<file path="src/rtl/manchester_tx_ctrl_if.sv">
// rtl/manchester_tx_ctrl_if.sv - upstream byte handshake for the Manchester transmit controller
interface manchester_tx_ctrl_if;
  logic       s_valid;
  logic [7:0] s_data;
  logic       s_ready;

  modport master (output s_valid, output s_data, input s_ready);
  modport slave  (input s_valid, input s_data, output s_ready);
endinterface

</file>
<file path="src/rtl/manchester_tx_ctrl.sv">
// rtl/manchester_tx_ctrl.sv - Manchester transmit sequencer: preamble, LSB-first bytes, half-bit strobes
// Optional even-parity bit per byte when MANCH_TX_PARITY_EN is defined.
module manchester_tx_ctrl #(
  parameter int DIV     = 4,
  parameter int PRE_LEN = 8
) (
  input  logic                 clk,
  input  logic                 reset_n,
  manchester_tx_ctrl_if.slave  s,
  output logic                 enc_rst,
  output logic                 enc_dv,
  output logic                 enc_x,
  output logic                 busy,
  output logic                 frame_done
);

  typedef enum logic [2:0] {
    IDLE,
    START,
    PRE,
`ifdef MANCH_TX_PARITY_EN
    DATA,
    PAR
`else
    DATA
`endif
  } state_t;

  state_t     state_q, state_d;
  logic [7:0] cnt_q, cnt_d;
  logic       half_q, half_d;
  logic [4:0] bit_q, bit_d;
  logic [7:0] shift_q, shift_d;
  logic       buf_valid_q, buf_valid_d;
  logic [7:0] buf_data_q, buf_data_d;
`ifdef MANCH_TX_PARITY_EN
  logic       par_q, par_d;
`endif

  logic enc_rst_q, enc_rst_d;
  logic enc_dv_q, enc_dv_d;
  logic enc_x_q, enc_x_d;
  logic busy_q, busy_d;
  logic frame_done_q, frame_done_d;

  logic accept, strobe, bit_end, end_byte, load;

  function automatic logic is_active(input state_t st);
    return (st != IDLE) && (st != START);
  endfunction

  assign s.s_ready = ~buf_valid_q;
  assign accept    = s.s_valid & ~buf_valid_q;
  assign strobe    = is_active(state_q) && (cnt_q == 8'(DIV - 1));
  assign bit_end   = strobe & half_q;

  always_comb begin
    state_d      = state_q;
    cnt_d        = cnt_q;
    half_d       = half_q;
    bit_d        = bit_q;
    shift_d      = shift_q;
    buf_valid_d  = buf_valid_q;
    buf_data_d   = buf_data_q;
`ifdef MANCH_TX_PARITY_EN
    par_d        = par_q;
`endif
    frame_done_d = 1'b0;
    end_byte     = 1'b0;
    load         = 1'b0;

    case (state_q)
      IDLE: begin
        if (buf_valid_q) begin
          state_d = START;
          cnt_d   = 8'd0;
        end
      end
      START: begin
        state_d = PRE;
        cnt_d   = 8'd0;
        half_d  = 1'b0;
        bit_d   = 5'd0;
      end
      default: begin
        if (strobe) begin
          cnt_d  = 8'd0;
          half_d = ~half_q;
          if (bit_end) begin
            case (state_q)
              PRE: begin
                if (bit_q == 5'(PRE_LEN - 1)) load = 1'b1;
                else bit_d = bit_q + 5'd1;
              end
              DATA: begin
                if (bit_q == 5'd7) begin
`ifdef MANCH_TX_PARITY_EN
                  state_d = PAR;
`else
                  end_byte = 1'b1;
`endif
                end else begin
                  shift_d = {1'b0, shift_q[7:1]};
                  bit_d   = bit_q + 5'd1;
                end
              end
              default: end_byte = 1'b1;
            endcase
          end
        end else begin
          cnt_d = cnt_q + 8'd1;
        end
      end
    endcase

    // Back-to-back bytes chain straight into DATA with no preamble.
    if (end_byte) begin
      if (buf_valid_q) begin
        load = 1'b1;
      end else begin
        state_d      = IDLE;
        frame_done_d = 1'b1;
      end
    end

    if (load) begin
      state_d = DATA;
      shift_d = buf_data_q;
      bit_d   = 5'd0;
`ifdef MANCH_TX_PARITY_EN
      par_d   = ^buf_data_q;
`endif
    end

    if (accept) begin
      buf_valid_d = 1'b1;
      buf_data_d  = s.s_data;
    end else if (load) begin
      buf_valid_d = 1'b0;
    end

    // Outputs are registered from the next state so they line up with state_q.
    enc_rst_d = (state_d == START);
    busy_d    = (state_d != IDLE);
    enc_dv_d  = is_active(state_d) && (cnt_d == 8'(DIV - 1));
    case (state_d)
      PRE:     enc_x_d = ~bit_d[0];
      DATA:    enc_x_d = shift_d[0];
`ifdef MANCH_TX_PARITY_EN
      PAR:     enc_x_d = par_d;
`endif
      default: enc_x_d = 1'b1;
    endcase
  end

  always_ff @(posedge clk or negedge reset_n) begin
    if (!reset_n) begin
      state_q      <= IDLE;
      cnt_q        <= 8'd0;
      half_q       <= 1'b0;
      bit_q        <= 5'd0;
      shift_q      <= 8'd0;
      buf_valid_q  <= 1'b0;
      buf_data_q   <= 8'd0;
`ifdef MANCH_TX_PARITY_EN
      par_q        <= 1'b0;
`endif
      enc_rst_q    <= 1'b0;
      enc_dv_q     <= 1'b0;
      enc_x_q      <= 1'b1;
      busy_q       <= 1'b0;
      frame_done_q <= 1'b0;
    end else begin
      state_q      <= state_d;
      cnt_q        <= cnt_d;
      half_q       <= half_d;
      bit_q        <= bit_d;
      shift_q      <= shift_d;
      buf_valid_q  <= buf_valid_d;
      buf_data_q   <= buf_data_d;
`ifdef MANCH_TX_PARITY_EN
      par_q        <= par_d;
`endif
      enc_rst_q    <= enc_rst_d;
      enc_dv_q     <= enc_dv_d;
      enc_x_q      <= enc_x_d;
      busy_q       <= busy_d;
      frame_done_q <= frame_done_d;
    end
  end

  assign enc_rst    = enc_rst_q;
  assign enc_dv     = enc_dv_q;
  assign enc_x      = enc_x_q;
  assign busy       = busy_q;
  assign frame_done = frame_done_q;

endmodule

</file>
<file path="src/flat_wrapper.sv">
// flat-port wrapper written by rule: the top's interface ports become plain ports
module manchester_tx_ctrl_flat 
#(
  parameter int DIV     = 4,
  parameter int PRE_LEN = 8
)
  (clk, reset_n, enc_rst, enc_dv, enc_x, busy, frame_done, s_s_valid, s_s_data, s_s_ready);
  manchester_tx_ctrl_if s_i ();
  input  logic clk;
  input  logic reset_n;
  output logic enc_rst;
  output logic enc_dv;
  output logic enc_x;
  output logic busy;
  output logic frame_done;
  input wire logic [$bits(s_i.s_valid)-1:0] s_s_valid;
  input wire logic [$bits(s_i.s_data)-1:0] s_s_data;
  output wire logic [$bits(s_i.s_ready)-1:0] s_s_ready;
  assign s_i.s_valid = s_s_valid;
  assign s_i.s_data = s_s_data;
  assign s_s_ready = s_i.s_ready;
  manchester_tx_ctrl #(.DIV(DIV), .PRE_LEN(PRE_LEN)) u_core (.clk(clk), .reset_n(reset_n), .s(s_i), .enc_rst(enc_rst), .enc_dv(enc_dv), .enc_x(enc_x), .busy(busy), .frame_done(frame_done));
endmodule
</file>
<file path="config.mk">
export PLATFORM = sky130hd
export DESIGN_NAME = manchester_tx_ctrl_flat
export DESIGN_NICKNAME = d
export VERILOG_FILES = /design/src/rtl/manchester_tx_ctrl_if.sv /design/src/rtl/manchester_tx_ctrl.sv /design/src/flat_wrapper.sv
export SDC_FILE = /design/constraint.sdc
export NUM_CORES = 1
export LEC_CHECK = 0
export CAP_MARGIN = 25
export CORE_MARGIN = 8
export CORE_UTILIZATION = 55
export DETAILED_ROUTE_END_ITERATION = 6
export GPL_ROUTABILITY_DRIVEN = 0
export PLACE_DENSITY_LB_ADDON = 0.1
export SYNTH_ARGS = -nofsm -noshare
export SYNTH_HDL_FRONTEND = slang
export SYNTH_SLANG_ARGS = --single-unit
</file>
<file path="constraint.sdc">
create_clock -name clk -period 4.8 [get_ports clk]
set_input_delay 0.48 -clock clk [delete_from_list [all_inputs] [get_ports clk]]
set_output_delay 0.48 -clock clk [all_outputs]
set_load 0.01 [all_outputs]
</file>
==> out/metrics.cfg <==
[global_route]
grt_max_degree = 40
top_usage_layer = met2
grt.total_usage = 0.160
grtUsageMet1 = 0.193
antenna_found_initial = 0
gr-usage-met3 = 0.0539
use_met2 = 0.244
grt_pass1_vias = 1462
grt_overflow_total = 0
grt_pass1_wl_um = 6810

[clock_network]
cts_tree = built
cts_max_level = 2
cts_resized = 0
cts_setup_buffers = 0
cts.sinks = 39
clk_pin_slew_ps = 130
cts_made_buffers = 5
ctsHoldBuffers = 0
clock_path_buffers = 2
root_buffer = clkbuf_4
clkLatencyLatePin_ps = 350

[worst_setup_path]
start_kind = flop
timing.reg2reg.setup_slack_ps = 2320
rr_worst_depth = 6
required_ps = 5080
cp.arrival_ps = 2770
r2r-end = u_core.enc_x$_DFF_PN1_
reg2reg_from = u_core.cnt_q[4]$_DFF_PN0_
crit_fanout = 8
endpoint_kind = flop
path_class = reg -> reg

[finish]
antenna_cells = 0
final_cells = 251
fill_cells = 276
layout_common_cells = dfrtp_1, nand2_1, clkdlybuf4s50_1, nor2_1, o21ai_0
area_growth_pct = 14.0
final_nets = 217
final_common_cell = dfrtp_1
drive_above_1_share = 0.146

[floorplan]
core_area_mm2 = 0.00339
fp.dieH_um = 75.7
start_util = 0.578
rows = 21
die_width_um = 75.7
io_pins = 17
die-area_mm2 = 0.00573

[pwr]
cellLeakagePower_nw = 0.984
combinationalPowerShare = 0.297
power_frac_seq = 0.455
clockPowerShare = 0.248
ir_drop_mv = 0.227
p_int_mw = 0.737
power_density_mw_per_mm2 = 497
p_sw_mw = 0.375
p_sw_frac = 0.337

[synth]
synth_ff_type = dfrtp_1
yosysSeqAreaShare = 0.499
synthTopCellsByArea = dfrtp_1, mux2_2, mux2i_1
synth-seq-cells = 39
synth_warnings = 0
synth_area_leader_cell = dfrtp_1
yosysTopAreaCellShare = 0.485
syn-cell-area_mm2 = 0.00196
synth_cell_types = 45
postSynthAreaPerCell_um2 = 10.4
postSynthCellCount = 189
syn-num-nets = 202
async_flop_share = 1.00
synth_edf_count = 0

[routing]
vias = 1476
drc = 0
drtIter0Drc = 230
ant_nets = 0
dr.pass1.iters = 4
wl_um = 3950
wire_per_inst_um = 15.7
viasPerCell = 5.88

[timing]
fin_setup_tns_ps = 0
hold_viol = 0
post-route-period-util = 0.518
maxSlewHeadroom = 0.440
report.final.setup_viol = 0
fin_crit_ps = 2480
rsz0062_at_grt = no
fin_worst_skew_ps = 11.6
max_freq_ghz = 0.402
slew_viol_final = 0
tightestPinTransition_ps = 840
setup_slack_ps = 2320

[run_status]
status = completed

[run]
drv_cap = 0

[worst_hold_path]
hold_path.class = in -> async

[placed_design]
io_buffers = 16
dpl_worst_slack_ps = 2350
dpl.hpwl_um = 2830
dp_cells = 243

[power groups by stage]
stage | combinational (mW) | clock (mW) | sequential, mW
after floorplan | 0.278 | 0 | 0.472
after global placement | 0.314 | 0 | 0.500
after detailed placement | 0.330 | 0 | 0.509
after CTS | 0.332 | 0.283 | 0.502
after global routing | 0.368 | 0.298 | 0.518
final | 0.330 | 0.276 | 0.506
[registers in the layout (all words and copies together), names as in the netlist]
register            count
u_core.state_q          3
u_core.busy             1
u_core.enc_dv           1
u_core.half_q           1
u_core.frame_done       1
u_core.enc_rst          1
u_core.enc_x            1
u_core.shift_q          8
u_core.cnt_q            8
u_core.bit_q            5
u_core.buf_valid_q      1
u_core.buf_data_q       8
[worst max-delay path: stages (launching register included)]
cell and delay [ps]:
dfrtp_1 470, or4_4 600, nor4_4 170, nand4b_1 460
mux2i_1 330, mux2i_1 100, a211o_1 300
[metal layers]
metal | vias up | share of wire
met4 | 0 | 0.033
met5 | - | 0
met1 | 700 | 0.43
met3 | 11 | 0.059
li1 | 709 | -
met2 | 56 | 0.48
[area by class of cell]
class                   count  area (um2)  share of cell area
flip-flops and latches     39         977               0.437
inverters                   5        18.8             0.00840
repair buffers             17         163              0.0728
multi-input cells         136         913               0.409
well taps                  46        57.6              0.0258
clock buffers               5        37.5              0.0168
clock inverters             3        67.6              0.0302
[how the worst max path moves through the flow]
stage | start | end | slack (ps)
6_report | u_core.cnt_q[4]$_DFF_PN0_ | u_core.enc_x$_DFF_PN1_ | 2320
5_1_grt | u_core.cnt_q[4]$_DFF_PN0_ | u_core.enc_x$_DFF_PN1_ | 2130
4_1_cts | u_core.cnt_q[4]$_DFF_PN0_ | u_core.enc_x$_DFF_PN1_ | 2310
3_5_place_dp | u_core.cnt_q[4]$_DFF_PN0_ | u_core.enc_x$_DFF_PN1_ | 2350
3_3_place_gp | u_core.cnt_q[4]$_DFF_PN0_ | u_core.enc_x$_DFF_PN1_ | 2400
2_1_floorplan | u_core.cnt_q[4]$_DFF_PN0_ | u_core.enc_x$_DFF_PN1_ | 2750
[cell usage after synthesis, types with 2 or more instances]
cell	n
nor3_1	7
nor2_1	14
o21ai_1	2
o21ai_0	13
a21o_1	2
nand4_1	3
nor2b_1	2
a31oi_1	4
nand3_1	7
nor4_2	2
a211o_1	2
nand2_1	23
and3_1	2
o31ai_1	2
mux2i_1	9
ha_1	2
buf_6	2
mux2_2	9
dfrtp_1	38
or3_1	3
inv_1	5
a21oi_1	6
and2_1	2
clkbuf_1	6
xnor2_1	2
[cell families after synthesis]
logic type / synth area share
and+or+nand+nor: 0.201
AOI/OAI and AO/OA: 0.141
DFF: 0.499
muxes: 0.0977
buffers and inverters: 0.0351
xor gates and xnor gates: 0.0134
adders and majority gates: 0.0128
[stage by stage]
stage          cell area [um2]  total power [mW]  hold slack [ps]   util
2_1_floorplan             1960             0.750              184      -
3_3_place_gp              2130             0.814              459  0.628
3_5_place_dp              2130             0.839              468  0.628
4_1_cts                   2230              1.12              236  0.659
5_1_grt                   2230              1.18              270  0.659
6_report                  2230              1.11              212  0.659
Note: power is estimated with default switching activity, not from simulation.
==> patch 1, RTL diff (same flow settings) <==
Encoding of `state_t`: now Gray code (2 bits for 4 states).
--- a/src/rtl/manchester_tx_ctrl.sv
+++ b/src/rtl/manchester_tx_ctrl.sv
@@ -15,13 +15,13 @@
 );
 
-  typedef enum logic [2:0] {
-    IDLE,
-    START,
-    PRE,
+  typedef enum logic [1:0] {
+    IDLE  = 2'b00,
+    START = 2'b01,
+    PRE   = 2'b11,
 `ifdef MANCH_TX_PARITY_EN
     DATA,
     PAR
 `else
-    DATA
+    DATA  = 2'b10
 `endif
   } state_t;
Formal check against the unedited RTL: same outputs for any inputs over 10 cycles, from zero or initial values and one cycle with reset_n low; not proved beyond that.
==> patch 1 against the original RTL <==
Synthesized cell count fell by 10%; non-clock buffer count decreased by 1; routed wire length fell by 10%; hold slack better by 0.0079 ns; synthesized area down 5.6%; global-route usage decreased by 0.97 points; critical endpoint is now u_core.shift_q[0]$_DFF_PN0_; largest cell class unchanged; first-iteration DRC count shrank 38%; cell area fell by 6.2%; sequential share of layout area grew 1.7 points; worst setup slack improved by 0.12 ns; sequential cell count shrank 1; cell count down 6.8%.
Power is not compared: it rests on default switching activity, and its combinational part moved more than twofold at a synthesized area within 25%.
==> patch 1: results (changes against the original RTL) <==
The maximum net fanout on the critical path is 17 (+9). The data arrival at the endpoint of the critical path came out at 2.59 ns (-0.18 ns). The met2 usage was 23.2% (-1.1 points). The synthesized instance count came out at 170 (-10%).

The post-detailed-placement half-perimeter wirelength came out at 2.53 mm (-11%). For this design, the slowest cell found on the critical path is sky130_fd_sc_hd__dfrtp_1. In this run the critical register-to-register path is launched from u_core.state_q[1]$_DFF_PN0_.

The met1 layer usage reported by global route came out at 19.0% (-0.25 points). The via count normalized by instance count is 5.81 (-1.2%). The detailed-route wire length is 3.55 mm (-10%).

The total global routing track utilization came out at 15.1% (-0.97 points). Ranked by total cell area, the synthesized netlist is headed by sky130_fd_sc_hd__dfrtp_1 50%, sky130_fd_sc_hd__nand2_1 5.7%, sky130_fd_sc_hd__mux2_2 5.5%. The clock skew after layout came out at 0.00569 ns (-0.00594 ns). The number of nets in the finished design came out at 200 (-7.8%). The share of final-layout standard cells stronger than drive strength 1 is 16.5% (+1.9 points).

The pin count of the biggest net entering global routing came out at 39 (-2.5%). The setup slack of the most critical reg-to-reg path is 2.44 ns (+0.12 ns). The via count of the first global-routing pass came out at 1366 (-6.6%). By count the netlist is led by 37 x sky130_fd_sc_hd__dfrtp_1, 28 x sky130_fd_sc_hd__nand2_1, 9 x sky130_fd_sc_hd__mux2_2, 8 x sky130_fd_sc_hd__o21ai_0.

The delay of the slowest critical-path stage was 0.66 ns (+0.06 ns). The total placed instance area was 0.00204 mm2 (-4.4%). The clock edge transition at the registers on the reported setup and hold paths is 0.11 ns (-0.02 ns).

The met3 layer wire length in the routed design is 251 um (+7.7%). The flow ran to the end, and the final reports show no timing, DRC or antenna violations. The final-layout worst hold slack is 0.220 ns (+0.00791 ns). In this run the critical register-to-register path is captured at u_core.shift_q[0]$_DFF_PN0_.

The net count after synthesis came out at 183 (-9.4%). The wire length on met1 came to 1.51 mm (-11%). The count of different cell masters after synthesis came out at 46 (+2.2%). The met3 routing resource usage after global routing is 4.85% (-0.54 points).
patch 1: metrics by stage:
stage	utilization, %	setup slack [ns]
after detailed placement	62.0	2.47
after global routing	63.8	2.27
final	63.8	2.44
after floorplan	-	2.78
after global placement	62.0	2.57
after CTS	63.8	2.44
patch 1: area by class of cell:
cell class / instances / area share, %
inverters: 3 / 0.537
multi-input cells: 123 / 41.0
well taps: 46 / 2.75
clock buffers: 7 / 2.63
flip-flops and latches: 38 / 45.4
repair buffers: 16 / 7.40
clock inverters: 1 / 0.239
patch 1: how the worst max path moves through the flow:
stage,slack [ns],cells past startpoint,to,startpoint
after detailed placement,2.47,5,u_core.shift_q[0]$_DFF_PN0_,u_core.state_q[1]$_DFF_PN0_
after global routing,2.27,5,u_core.shift_q[0]$_DFF_PN0_,u_core.state_q[1]$_DFF_PN0_
final,2.44,5,u_core.shift_q[0]$_DFF_PN0_,u_core.state_q[1]$_DFF_PN0_
after floorplan,2.78,6,u_core.shift_q[0]$_DFF_PN0_,u_core.cnt_q[0]$_DFF_PN0_
after CTS,2.44,5,u_core.shift_q[0]$_DFF_PN0_,u_core.state_q[1]$_DFF_PN0_
after global placement,2.57,5,u_core.shift_q[0]$_DFF_PN0_,u_core.state_q[1]$_DFF_PN0_
patch 1: cells by family (layout without fill, tap and decap cells):
| kind of cell | Yosys count | count (layout) | share of synthesized area, % |
|---|---|---|---|
| XOR/XNOR | 1 | 1 | 0.473 |
| adder cells (fa/ha/maj) | 2 | 2 | 1.35 |
| flip-flops | 38 | 38 | 51.5 |
| multiplexers | 12 | 12 | 7.37 |
| AO/OA/AOI/OAI | 36 | 36 | 14.1 |
| buffers and inverters | 9 | 27 | 2.10 |
| AND/OR/NAND/NOR | 72 | 72 | 23.1 |
==> patch 2, RTL diff (config.mk and constraints unchanged) <==
Without the edit above. Add a define of `MANCH_TX_PARITY_EN`.
--- a/src/rtl/manchester_tx_ctrl.sv
+++ b/src/rtl/manchester_tx_ctrl.sv
@@ -1,4 +1,6 @@
 // rtl/manchester_tx_ctrl.sv - Manchester transmit sequencer: preamble, LSB-first bytes, half-bit strobes
 // Optional even-parity bit per byte when MANCH_TX_PARITY_EN is defined.
+`define MANCH_TX_PARITY_EN
+
 module manchester_tx_ctrl #(
   parameter int DIV     = 4,
Formal check against the unedited RTL: no difference found for any inputs over 10 cycles, from zero or initial values and one cycle with reset_n low; that may be too few to reach the edited logic, so the function may still have changed.
==> patch 2 against the original RTL <==
Synthesized area rose by 11%; cell count grew 13%; maximum frequency rose by 3.7%; via count up 13%; sequential share of layout area fell by 2.6 points; power is 15% higher; worst setup slack gained 0.089 ns; sequential cell count increased by 1; routed wire length rose by 10%; first-iteration DRC count is 43% lower; clock skew is 0.0059 ns lower; cell area is 9.0% higher; combinational power grew 48%; critical path type unchanged; critical endpoint unchanged; largest cell class is now multi-input combinational cells.
==> patch 2: results (changes against the original RTL) <==
The headroom to the max-slew limit came out at 43.2% (-0.78 points). The met1 layer usage reported by global route is 18.5% (-0.79 points). The maximum VDD drop was 339 uV (+49%). The clock skew after layout was 0.00568 ns (-0.00594 ns). The delay of the slowest critical-path stage was 0.50 ns (-0.10 ns). The clock power share is 18.0% (-6.8 points).

The data arrival at the endpoint of the critical path is 2.61 ns (-0.16 ns). The via count normalized by instance count was 5.89 (+0.18%). The number of instances in the placed design is 276 (+14%). In the synthesized netlist, the cells that appear most often are 39 x sky130_fd_sc_hd__dfrtp_1, 20 x sky130_fd_sc_hd__nand2_1, 18 x sky130_fd_sc_hd__nor2_1, 13 x sky130_fd_sc_hd__o21ai_0, 9 x sky130_fd_sc_hd__xnor2_1. The clock network latency to the later pin of the worst-skew pair came out at 0.29 ns (-0.06 ns). The leakage power of the design is 1.06 nW (+7.3%). The net count after synthesis came out at 233 (+15%). In the post-synthesis netlist, the biggest area contributors are sky130_fd_sc_hd__dfrtp_1 45%, sky130_fd_sc_hd__mux2_2 4.1%, sky130_fd_sc_hd__xnor2_1 3.6%.

The maximum net fanout on the critical path came to 9 (+1). The combinational group share of total power is 38.4% (+8.7 points). The total global routing track utilization came out at 14.9% (-1.2 points). The number of nets in the finished design came to 246 (+13%).

The register area share after synthesis came to 46.1% (-3.8 points). CTS placed an instance of sky130_fd_sc_hd__clkbuf_8 at the clock tree root. The via count is 1673 (+13%). The run finished with clean final reports. The worst register-to-register path begins at u_core.cnt_q[0]$_DFF_PN0_.

The setup slack of the most critical reg-to-reg path came out at 2.40 ns (+0.09 ns). The mean instance size in the synthesized netlist is 9.88 um2 (-4.7%). The pin count of the biggest net entering global routing was 41 (+2.5%). The total placed instance area is 0.00234 mm2 (+10%). The share of final-layout standard cells stronger than drive strength 1 came out at 12.4% (-2.2 points).

The final-layout worst hold slack was 0.288 ns (+0.0760 ns).
patch 2: cell count changes after synthesis, sizes merged, moves of 3 or more:
| cell | delta |
|---|---|
| a22oi | +7 |
| nand2 | -4 |
| xnor2 | +7 |
| nor3 | -3 |
| o21ai | +6 |
| o31ai | +4 |
| mux2i | -7 |
| nand2b | +4 |
| nor2 | +4 |
patch 2: logic make-up after synthesis:
family | share of synthesized area (%)
flops | 46.1
simple gates | 20.9
fa+ha+maj | 1.15
buf+inv | 3.63
xor+xnor | 4.03
compound gates | 19.1
mux | 5.07
patch 2: worst max path at each step:
| stage | start | to | cells past startpoint |
|---|---|---|---|
| after floorplan | u_core.cnt_q[0]$_DFF_PN0_ | u_core.state_q[0]$_DFF_PN0_ | 9 |
| after global placement | u_core.cnt_q[0]$_DFF_PN0_ | u_core.enc_x$_DFF_PN1_ | 7 |
| after detailed placement | u_core.cnt_q[0]$_DFF_PN0_ | u_core.enc_x$_DFF_PN1_ | 7 |
| after CTS | u_core.cnt_q[0]$_DFF_PN0_ | u_core.enc_x$_DFF_PN1_ | 7 |
| after global routing | u_core.cnt_q[0]$_DFF_PN0_ | u_core.shift_q[5]$_DFFE_PN0P_ | 7 |
| final | u_core.cnt_q[0]$_DFF_PN0_ | u_core.enc_x$_DFF_PN1_ | 7 |
patch 2: cell type report:
cell class / count / area (um2)
Tap cell: 50 / 62.6
Clock inverter: 2 / 10.0
Inverter: 5 / 18.8
Multi-Input combinational cell: 163 / 1090
Clock buffer: 6 / 82.6
Fill cell: 371 / 1480
Sequential cell: 40 / 1000
Timing Repair Buffer: 18 / 168
patch 2: worst max-delay path: cells and delay by family (launching register included):
kind / cells / cell delay [ns]
flops: 1 / 0.40
fa+ha+maj: 1 / 0.25
compound gates: 3 / 0.60
simple gates: 3 / 1.07
